<file path="src/rtl/dualmem_pkg.sv">
`default_nettype none
// ============================================================================
// Module      : dualmem_pkg
// Description : Shared types and helpers for the 64-bit to 16-bit buffer reader.
//               Holds the FSM state encoding, the lane count and the lane slicer.
// Revision    : 1.0 - initial release
// ============================================================================
package dualmem_pkg;

  localparam int unsigned c_LANES  = 4;
  localparam int unsigned c_LANE_W = 16;

  typedef enum logic [1:0] {
    ST_IDLE  = 2'd0,
    ST_RUN   = 2'd1,
    ST_DRAIN = 2'd2,
    ST_FIN   = 2'd3
  } state_t;

  // Halfword k of a buffer word is bits [16k+15:16k]; lane 0 goes out first.
  function automatic logic [c_LANE_W-1:0] lane_sel(input logic [63:0] i_word,
                                                   input logic [1:0]  i_lane);
    logic [c_LANE_W-1:0] w_hw;
    case (i_lane)
      2'd0:    w_hw = i_word[15:0];
      2'd1:    w_hw = i_word[31:16];
      2'd2:    w_hw = i_word[47:32];
      default: w_hw = i_word[63:48];
    endcase
    return w_hw;
  endfunction

endpackage
`default_nettype wire

</file>
<file path="src/rtl/gearbox_64to16.sv">
`default_nettype none
// ============================================================================
// Module      : gearbox_64to16
// Description : Two-deep word buffer (cur/nxt) serialising 64-bit read data into
//               a 16-bit valid/ready stream, lowest lane first, with last tagging.
// Revision    : 1.0 - initial release
// ============================================================================
module gearbox_64to16
  import dualmem_pkg::*;
(
  input  logic        clk,
  input  logic        rst,
  input  logic        i_rd_vld,     // read data returning this cycle
  input  logic [63:0] i_rd_data,
  input  logic        i_last_hw,    // the halfword now on the bus is the final one
  input  logic        i_ready,
  output logic        o_valid,
  output logic [15:0] o_data,
  output logic        o_last,
  output logic        o_hs,
  output logic        o_nxt_free    // nxt is empty or will be empty after this cycle
);

  logic [63:0] r_cur;
  logic [63:0] r_nxt;
  logic        r_cur_vld;
  logic        r_nxt_vld;
  logic [1:0]  r_lane;

  logic        w_hs;
  logic        w_cur_done;
  logic        w_cur_load;

  assign w_hs       = r_cur_vld & i_ready;
  // cur retires after its top lane, or early on the final halfword of a partial word
  assign w_cur_done = w_hs & ((r_lane == 2'(c_LANES - 1)) | i_last_hw);
  assign w_cur_load = ~r_cur_vld | w_cur_done;

  assign o_valid    = r_cur_vld;
  assign o_data     = lane_sel(r_cur, r_lane);
  assign o_last     = r_cur_vld & i_last_hw;
  assign o_hs       = w_hs;
  assign o_nxt_free = ~r_nxt_vld | w_cur_done;

  // Refill cur from nxt (or straight from read data), otherwise advance the lane.
  always_ff @(posedge clk) begin
    if (rst) begin
      r_cur     <= '0;
      r_nxt     <= '0;
      r_cur_vld <= 1'b0;
      r_nxt_vld <= 1'b0;
      r_lane    <= '0;
    end else if (w_cur_load) begin
      r_lane <= '0;
      if (r_nxt_vld) begin
        r_cur     <= r_nxt;
        r_cur_vld <= 1'b1;
        r_nxt_vld <= i_rd_vld;
        if (i_rd_vld) begin
          r_nxt <= i_rd_data;
        end
      end else if (i_rd_vld) begin
        r_cur     <= i_rd_data;
        r_cur_vld <= 1'b1;
      end else begin
        r_cur_vld <= 1'b0;
      end
    end else begin
      if (w_hs) begin
        r_lane <= r_lane + 2'd1;
      end
      if (i_rd_vld) begin
        r_nxt     <= i_rd_data;
        r_nxt_vld <= 1'b1;
      end
    end
  end

endmodule
`default_nettype wire

</file>
<file path="src/rtl/dualmem_narrow_reader.sv">
`default_nettype none
// ============================================================================
// Module      : dualmem_narrow_reader
// Description : Drains the 64-bit read port of a dual-port buffer and presents
//               the frame as a 16-bit valid/ready stream. Holds the control FSM,
//               the word/halfword counters and the read issue logic.
// Revision    : 1.0 - initial release
// ============================================================================
module dualmem_narrow_reader
  import dualmem_pkg::*;
#(
  parameter int unsigned ADDR_W = 11,
  parameter int unsigned LEN_W  = 13
) (
  input  logic              clk,
  input  logic              rst,
  input  logic              i_start,
  input  logic [ADDR_W-1:0] i_base_addr,
  input  logic [LEN_W-1:0]  i_len,
  output logic              o_busy,
  output logic              o_done,
  output logic              o_mem_en,
  output logic [ADDR_W-1:0] o_mem_addr,
  input  logic [63:0]       i_mem_rdata,
  output logic [15:0]       o_tx_data,
  output logic              o_tx_valid,
  input  logic              i_tx_ready,
  output logic              o_tx_last
);

  state_t             r_state;
  state_t             w_state_nxt;
  logic [ADDR_W-1:0]  r_addr;
  logic [LEN_W-2:0]   r_words;     // reads still to issue
  logic [LEN_W-1:0]   r_rem;       // halfwords still to hand over
  logic               r_rd_pend;   // read issued last cycle, data arrives now
  logic               r_done;

  logic               w_mem_en;
  logic               w_hs;
  logic               w_nxt_free;
  logic               w_last_hw;
  logic               w_accept;
  logic [LEN_W-2:0]   w_words_init;

  // ceil(len/4) without widening: whole words plus one for a partial tail
  assign w_words_init = {1'b0, i_len[LEN_W-1:2]} + {{(LEN_W-2){1'b0}}, |i_len[1:0]};
  assign w_accept     = (r_state == ST_IDLE) & i_start;
  assign w_last_hw    = (r_rem == LEN_W'(1));

  // Next-state decode and read issue.
  always_comb begin
    w_state_nxt = r_state;
    w_mem_en    = 1'b0;
    case (r_state)
      ST_IDLE: begin
        if (i_start) begin
          w_state_nxt = (i_len == '0) ? ST_FIN : ST_RUN;
        end
      end
      ST_RUN: begin
        w_mem_en = (r_words != '0) & ~r_rd_pend & w_nxt_free;
        if (w_mem_en && (r_words == (LEN_W-1)'(1))) begin
          w_state_nxt = ST_DRAIN;
        end
      end
      ST_DRAIN: begin
        if (w_hs && w_last_hw) begin
          w_state_nxt = ST_FIN;
        end
      end
      ST_FIN: begin
        w_state_nxt = ST_IDLE;
      end
      default: begin
        w_state_nxt = ST_IDLE;
      end
    endcase
  end

  // FSM state register.
  always_ff @(posedge clk) begin
    if (rst) begin
      r_state <= ST_IDLE;
    end else begin
      r_state <= w_state_nxt;
    end
  end

  // Address, counters, outstanding-read flag and the done pulse.
  always_ff @(posedge clk) begin
    if (rst) begin
      r_addr    <= '0;
      r_words   <= '0;
      r_rem     <= '0;
      r_rd_pend <= 1'b0;
      r_done    <= 1'b0;
    end else begin
      r_rd_pend <= w_mem_en;
      r_done    <= (r_state == ST_FIN);
      if (w_accept) begin
        r_addr  <= i_base_addr;
        r_words <= w_words_init;
        r_rem   <= i_len;
      end else begin
        if (w_mem_en) begin
          r_addr  <= r_addr + ADDR_W'(1);
          r_words <= r_words - (LEN_W-1)'(1);
        end
        if (w_hs && (r_rem != '0)) begin
          r_rem <= r_rem - LEN_W'(1);
        end
      end
    end
  end

  gearbox_64to16 u_gearbox (
    .clk        (clk),
    .rst        (rst),
    .i_rd_vld   (r_rd_pend),
    .i_rd_data  (i_mem_rdata),
    .i_last_hw  (w_last_hw),
    .i_ready    (i_tx_ready),
    .o_valid    (o_tx_valid),
    .o_data     (o_tx_data),
    .o_last     (o_tx_last),
    .o_hs       (w_hs),
    .o_nxt_free (w_nxt_free)
  );

  assign o_busy     = (r_state != ST_IDLE);
  assign o_done     = r_done;
  assign o_mem_en   = w_mem_en;
  assign o_mem_addr = r_addr;

endmodule
`default_nettype wire
</file>
<file path="config.mk">
export PLATFORM = sky130hd
export DESIGN_NAME = dualmem_narrow_reader
export DESIGN_NICKNAME = d
export VERILOG_FILES = /design/src/rtl/dualmem_pkg.sv /design/src/rtl/gearbox_64to16.sv /design/src/rtl/dualmem_narrow_reader.sv
export SDC_FILE = /design/constraint.sdc
export NUM_CORES = 1
export LEC_CHECK = 0
export BUFFER_PORTS_ARGS = -buffer_cell sky130_fd_sc_hd__buf_2
export CORE_MARGIN = 1
export CORE_UTILIZATION = 35
export CTS_BUF_LIST = sky130_fd_sc_hd__clkbuf_16
export DETAILED_ROUTE_END_ITERATION = 16
export PLACE_DENSITY = 0.57
export SLEW_MARGIN = 15
export SYNTH_ARGS = -nofsm -noshare
export SYNTH_HDL_FRONTEND = slang
export SYNTH_SLANG_ARGS = --single-unit
</file>
<file path="constraint.sdc">
create_clock -name clk -period 6.6 [get_ports clk]
set_input_delay 0.99 -clock clk [delete_from_list [all_inputs] [get_ports clk]]
set_output_delay 0.99 -clock clk [all_outputs]
set_load 0.02 [all_outputs]
</file>
# Word-level counts from Yosys, hierarchy flattened
# Cells that the tools add are included.
# classes
shift	0
multipliers	0
bitwise_logic	12
n_reduce_logical	17
n_eq_ne	12
add_sub_neg	5
n_div	0
order_cmp	0
mux	23
# ops
cell	count
64-bit two-way mux	5
16-bit case mux with 3 select lines	1
13-bit two-way mux	2
12-bit two-way mux	2
11-bit two-way mux	2
13-bit by 1-bit equality test with 1-bit output, second input constant	1
13-bit logical NOT	1
13-bit nonzero test	1
13-bit by 1-bit subtractor with 13-bit output, second input constant	1
11-bit by 1-bit adder with 12-bit output	1
12-bit by 1-bit equality test with 1-bit output, second input constant	1
12-bit nonzero test	1
12-bit by 1-bit subtractor with 12-bit output, second input constant	1
11-bit by 1-bit adder with 11-bit output, second input constant	1
2-bit nonzero test	5
2-bit equality test, second input constant	4
2-bit two-way mux	4
2-bit case mux with 4 select lines	1
1-bit bitwise AND	6
1-bit two-way mux	6
2-bit != test, second input constant	3
2-bit by 1-bit equality test with 1-bit output, second input constant	2
2-bit logical NOT	2
2-bit OR reduction	2
7 further kinds	13
# word_totals
latchBits	0
elab_cells	80
ramBits	0
out_inout_bits	32
mem_bits_ro	0
mem_count	0
in_bits	92
reg_bits	172

# Logic depth before layout (Yosys ltp)
# depth
word_depth	8
depth_mapped	10
ltp_nobuf	8

# Modules after synthesis
# Synthesis repeated with hierarchy kept, for this count alone.
# unflattened
hier_cells	1037
hier_area_um2	9281.4
# by_module_without_submodules
mod	instances	seq_area_each_um2	cells_each	area_each_um2
gearbox_64to16	1	2642.5	741	6762.7
dualmem_narrow_reader	1	800.8	296	2518.7

# Least setup slack after synthesis
# Ideal clock, no wire load.
# synth_path
path_kind	input-to-output
start	in i_tx_ready
end	out o_mem_en
t_arrival_ns	2.354
stages	7
path_slack_ns	3.256
cell_sequence	clkbuf_1 > a21bo_2 > nand2_1 > a211o_1 > buf_2 > inv_2 > buf_2
# synth_between
elab_chain_cells	5
# synth_lines
item	line_no	source
start: declaration	dualmem_narrow_reader.sv:27	input logic i_tx_ready,
1-bit bitwise AND	gearbox_64to16.sv:34	assign w_hs = r_cur_vld & i_ready;
1-bit bitwise AND	gearbox_64to16.sv:36	assign w_cur_done = w_hs & ((r_lane == 2'(c_LANES - 1)) | i_last_hw);
1-bit OR	gearbox_64to16.sv:43	assign o_nxt_free = ~r_nxt_vld | w_cur_done;
1-bit bitwise AND	dualmem_narrow_reader.sv:62	w_mem_en = (r_words != '0) & ~r_rd_pend & w_nxt_free;
1-bit two-way mux	dualmem_narrow_reader.sv:55	case (r_state)
end: declaration	dualmem_narrow_reader.sv:22	output logic o_mem_en,
# No other way between the ends.

# Worst setup path in the final report
# layout_path
start	reg r_words[0]
end	out o_mem_en
# layout_between
elab_chain_cells	4
# layout_lines
item	line_no	source
start: declaration	dualmem_narrow_reader.sv:34	logic [LEN_W-2:0] r_words;
start signal: assignment	dualmem_narrow_reader.sv:103	r_words <= w_words_init;
start signal: assignment	dualmem_narrow_reader.sv:108	r_words <= r_words - (LEN_W-1)'(1);
12-bit nonzero test	dualmem_narrow_reader.sv:62	
1-bit bitwise AND (2 in series)	dualmem_narrow_reader.sv:62	
1-bit two-way mux	dualmem_narrow_reader.sv:55	
# No other way between the ends.

==> summary.md <==
| Metric | Value |
|---|---|
| Die W | `157 um` |
| Slew headroom | `0.370` |
| CTS Sinks | `172` |
| Detailed Routing Iterations Pass 1 | `7` |
| CP startpoint kind | `flip-flop` |
| Capturing point of the worst reg2reg path | `u_gearbox.r_cur[14]` |
| Worst Setup SP | `r_words[0]` |
| Detailed Route WL | `24.2 mm` |
| Final hold viol count | `0` |
| FF-to-FF setup slack | `3.41 ns` |
| Delay-heaviest family, CP | `simple AND/OR/NAND/NOR gates` |
| Max Root-Sink Buffers | `2` |
| H-Tree Depth | `4` |
| DRT antenna net count | `0` |
| Worst Tran Pin Value | `0.944 ns` |
| Post-cts hold buffer count | `0` |
| # diodes | `0` |
| RSZ-0062 raised after global routing | `false` |
| Hold_ws | `0.453 ns` |
| Max-Cap Viols | `0` |
| Worst vdd ir | `156 uV` |
| Detailed Place HPWL | `16.1 mm` |
| Ys async rst share | `0` |
| Final setup fails | `0` |
| Number of port buffers | `123` |
| Slowest stage delay, CP | `0.51 ns` |
| Core ar. | `0.0235 mm2` |
| Cells after Synth | `996` |
| Wire per inst | `17.3 um` |
| Die Span Y | `157 um` |
| Clock transition at path regs | `0.07 ns` |
| Vias in the first global route | `6852` |
| Unique cell type count in the Yosys netlist | `55` |
| CTS Root Cell | `clkbuf_16` |
| Grt total ovfl | `0` |
| Routed vias | `7532` |
| CP Data Arrival Time | `2.77 ns` |
| Placed Cells | `1366` |
| Setup TNS | `0 ns` |
| Fill cells | `2476` |
| Leakage power figure | `3.34 nW` |
| Pin count of the biggest net entering global routing | `89` |
| Status | `finished clean` |
| Critical path start-end classification | `flip-flop to output pin` |
| Hold Path Sink | `u_gearbox.r_nxt[6]` |
| Yosys Warn Count | `0` |
| Postcts setup bufs | `0` |
| WP data required | `5.61 ns` |
| Worst-skew pair later-pin latency | `0.43 ns` |
| Mapped Nets | `1106` |
| CTS Buf Count | `17` |
| Fin crit share | `0.570` |
| Drt initial violations | `763` |
| DRC | `0` |
| Worst reg2reg startpoint | `r_rem[0]` |
| Initial antenna violation count | `0` |
| Placement-stage cell area | `0.00925 mm2` |
| # IOs | `124` |
| GRT Total Usage | `0.197` |
| Seq/Total Area, Yosys | `0.408` |
| Final min period | `3.76 ns` |
| Finished layout cell area | `0.00979 mm2` |
| Clock Skews | `0.00924 ns` |
| Primary FF master, synth | `dfxtp_1` |
| Post-synth EDFFs | `0` |
| Critical path endpoint category | `output pin` |
| Average size of a mapped cell | `8.47 um2` |
| Worst Reg2Reg Path Length in Cells | `9` |
| Crit path max-delay cell type | `or4b_1` |
| Min-delay src | `u_gearbox.r_nxt[6]` |
| Post-synth top area cell | `dfxtp_1` |
| Fmax | `266 MHz` |
| Global-route wire length before repair | `38.0 mm` |
| Power per standard cell area | `369 mW/mm2` |
| Share of cells above drive strength 1 | `0.168` |
| Via-to-Cell Ratio | `5.39` |
| Flops & latches, synth | `172` |
| Worst-path maximum fanout | `19` |
| CP cell instances | `inv_1, ha_1, or4b_1, nor4_4, a211o_1, inv_2, buf_2` |
| Hold Crit Depth | `2` |
| Non-filler cells, final | `1398` |
| TritonCTS clock tree | `yes` |
| Die ar. | `0.0247 mm2` |
| Tot Pwr | `0.00362 W` |
| Hold WC Path Type | `flip-flop to flip-flop` |
| Routability Congestion | `0.849` |
| Standard-cell rows | `56` |
| Initial Util | `0.358` |
| Post-CTS Resized | `0` |
| # nets final | `1176` |
| Area Overhead vs Synth | `16.0%` |
| Ranking of synthesized cells by area | `dfxtp_1 41%, mux2i_1 10%, a21oi_1 8.3%` |
| CP bufs+invs | `3` |
| Synth top area share | `0.408` |
| Post-Syn Area | `0.00844 mm2` |
| Max Slew Vio Count | `0` |
## registers in the layout, summed over array words and instances, names as in the netlist
signal               flops
u_gearbox.r_cur         64
u_gearbox.r_nxt         64
r_rem                   13
r_words                 12
o_mem_addr              11
r_state                  2
u_gearbox.r_lane         2
o_done                   1
r_rd_pend                1
u_gearbox.o_valid        1
u_gearbox.r_nxt_vld      1
## metrics by stage
| stage | setup WS, ns | utilization |
|---|---|---|
| floorplan | 3.26 | - |
| global placement | 3.08 | 0.393 |
| detailed placement | 3.03 | 0.393 |
| CTS | 2.83 | 0.415 |
| global route | 2.66 | 0.416 |
| finish | 2.84 | 0.416 |
## synthesized netlist by cell type, drive strengths merged (2+ instances only)
master and number:
a2111oi 8, a211o 4, a211oi 82, a21o 2, a21oi 140, a222oi 16, a311oi 7, a31o 3
a41oi 2, and2 5, and3 7, and4 2, buf 12, clkbuf 70, dfxtp 172, ha 18
inv 36, mux2i 85, nand2 154, nand2b 4, nand3 18, nand4 10, nand4b 4, nor2 40
nor2b 4, nor3 14, nor4 11, o21ai 8, o31ai 4, or2 3, or3 3, or4 6
xnor2 12, xor2 14
## worst min-delay path, stage by stage (launching register included)
cell and delay [ns]:
dfxtp_1 0.31, nand2_1 0.05, a21oi_1 0.05
## worst max path at each step
| stage | to | slack, ns | cells past startpoint |
|---|---|---|---|
| after floorplan | o_mem_en | 3.26 | 7 |
| after global placement | o_mem_en | 3.08 | 6 |
| after detailed placement | o_mem_en | 3.03 | 6 |
| after CTS | o_mem_en | 2.83 | 7 |
| after global routing | o_mem_en | 2.66 | 7 |
| final | o_mem_en | 2.84 | 7 |
## layout make-up
type | count | area (um2) | share of cell area
Multi-Input combinational cell | 706 | 4580 | 0.468
Sequential cell | 172 | 3450 | 0.352
Timing Repair Buffer | 133 | 693 | 0.0708
Clock buffer | 17 | 425 | 0.0435
Tap cell | 319 | 399 | 0.0408
Inverter | 36 | 135 | 0.0138
Clock inverter | 15 | 110 | 0.0112
## power by group
part           internal, W  leakage [nW]  total [W]  switching [W]
clock network     0.000488         0.265   0.000947       0.000459
logic             0.000465          1.68    0.00124       0.000770
registers          0.00125          1.40    0.00143       0.000185
## cells in the final DEF (no fill, tap or decap), types with 3 or more instances in the layout
cell / count
a2111oi_0: 8
a211o_1: 4
a211oi_1: 82
a21oi_1: 140
a222oi_1: 16
a311oi_1: 7
a31o_2: 3
and2_1: 4
and3_1: 7
buf_2: 122
buf_4: 11
clkbuf_16: 17
clkinv_1: 3
dfxtp_1: 171
ha_1: 18
inv_1: 35
inv_6: 4
mux2i_1: 85
nand2_1: 153
nand2b_1: 4
nand3_1: 18
nand4_1: 10
nand4b_1: 4
nor2_1: 40
nor2b_1: 4
nor3_1: 14
nor4_1: 8
nor4_4: 3
o21ai_0: 6
o31ai_1: 4
or2_2: 3
or3_1: 3
or4_1: 6
xnor2_1: 12
xor2_1: 14
## cells by family (layout without fill, tap and decap cells)
family,Yosys count,count (layout),share of synthesized area
compound gates,287,287,0.222
xor+xnor,26,26,0.0270
fa+ha+maj,19,19,0.0279
buf+inv,118,201,0.0534
simple gates,289,289,0.161
mux,85,85,0.101
flops,172,172,0.408
## metal layers
layer  part of all wire  global-route usage  vias to the layer above
li1                   -                   -                     3745
met1               0.47               0.278                     3563
met2               0.46               0.311                      205
met3              0.056              0.0383                       19
met4              0.010              0.0416                        0
met5                  0                   0                        -
Power figures use the tool's default switching activity.
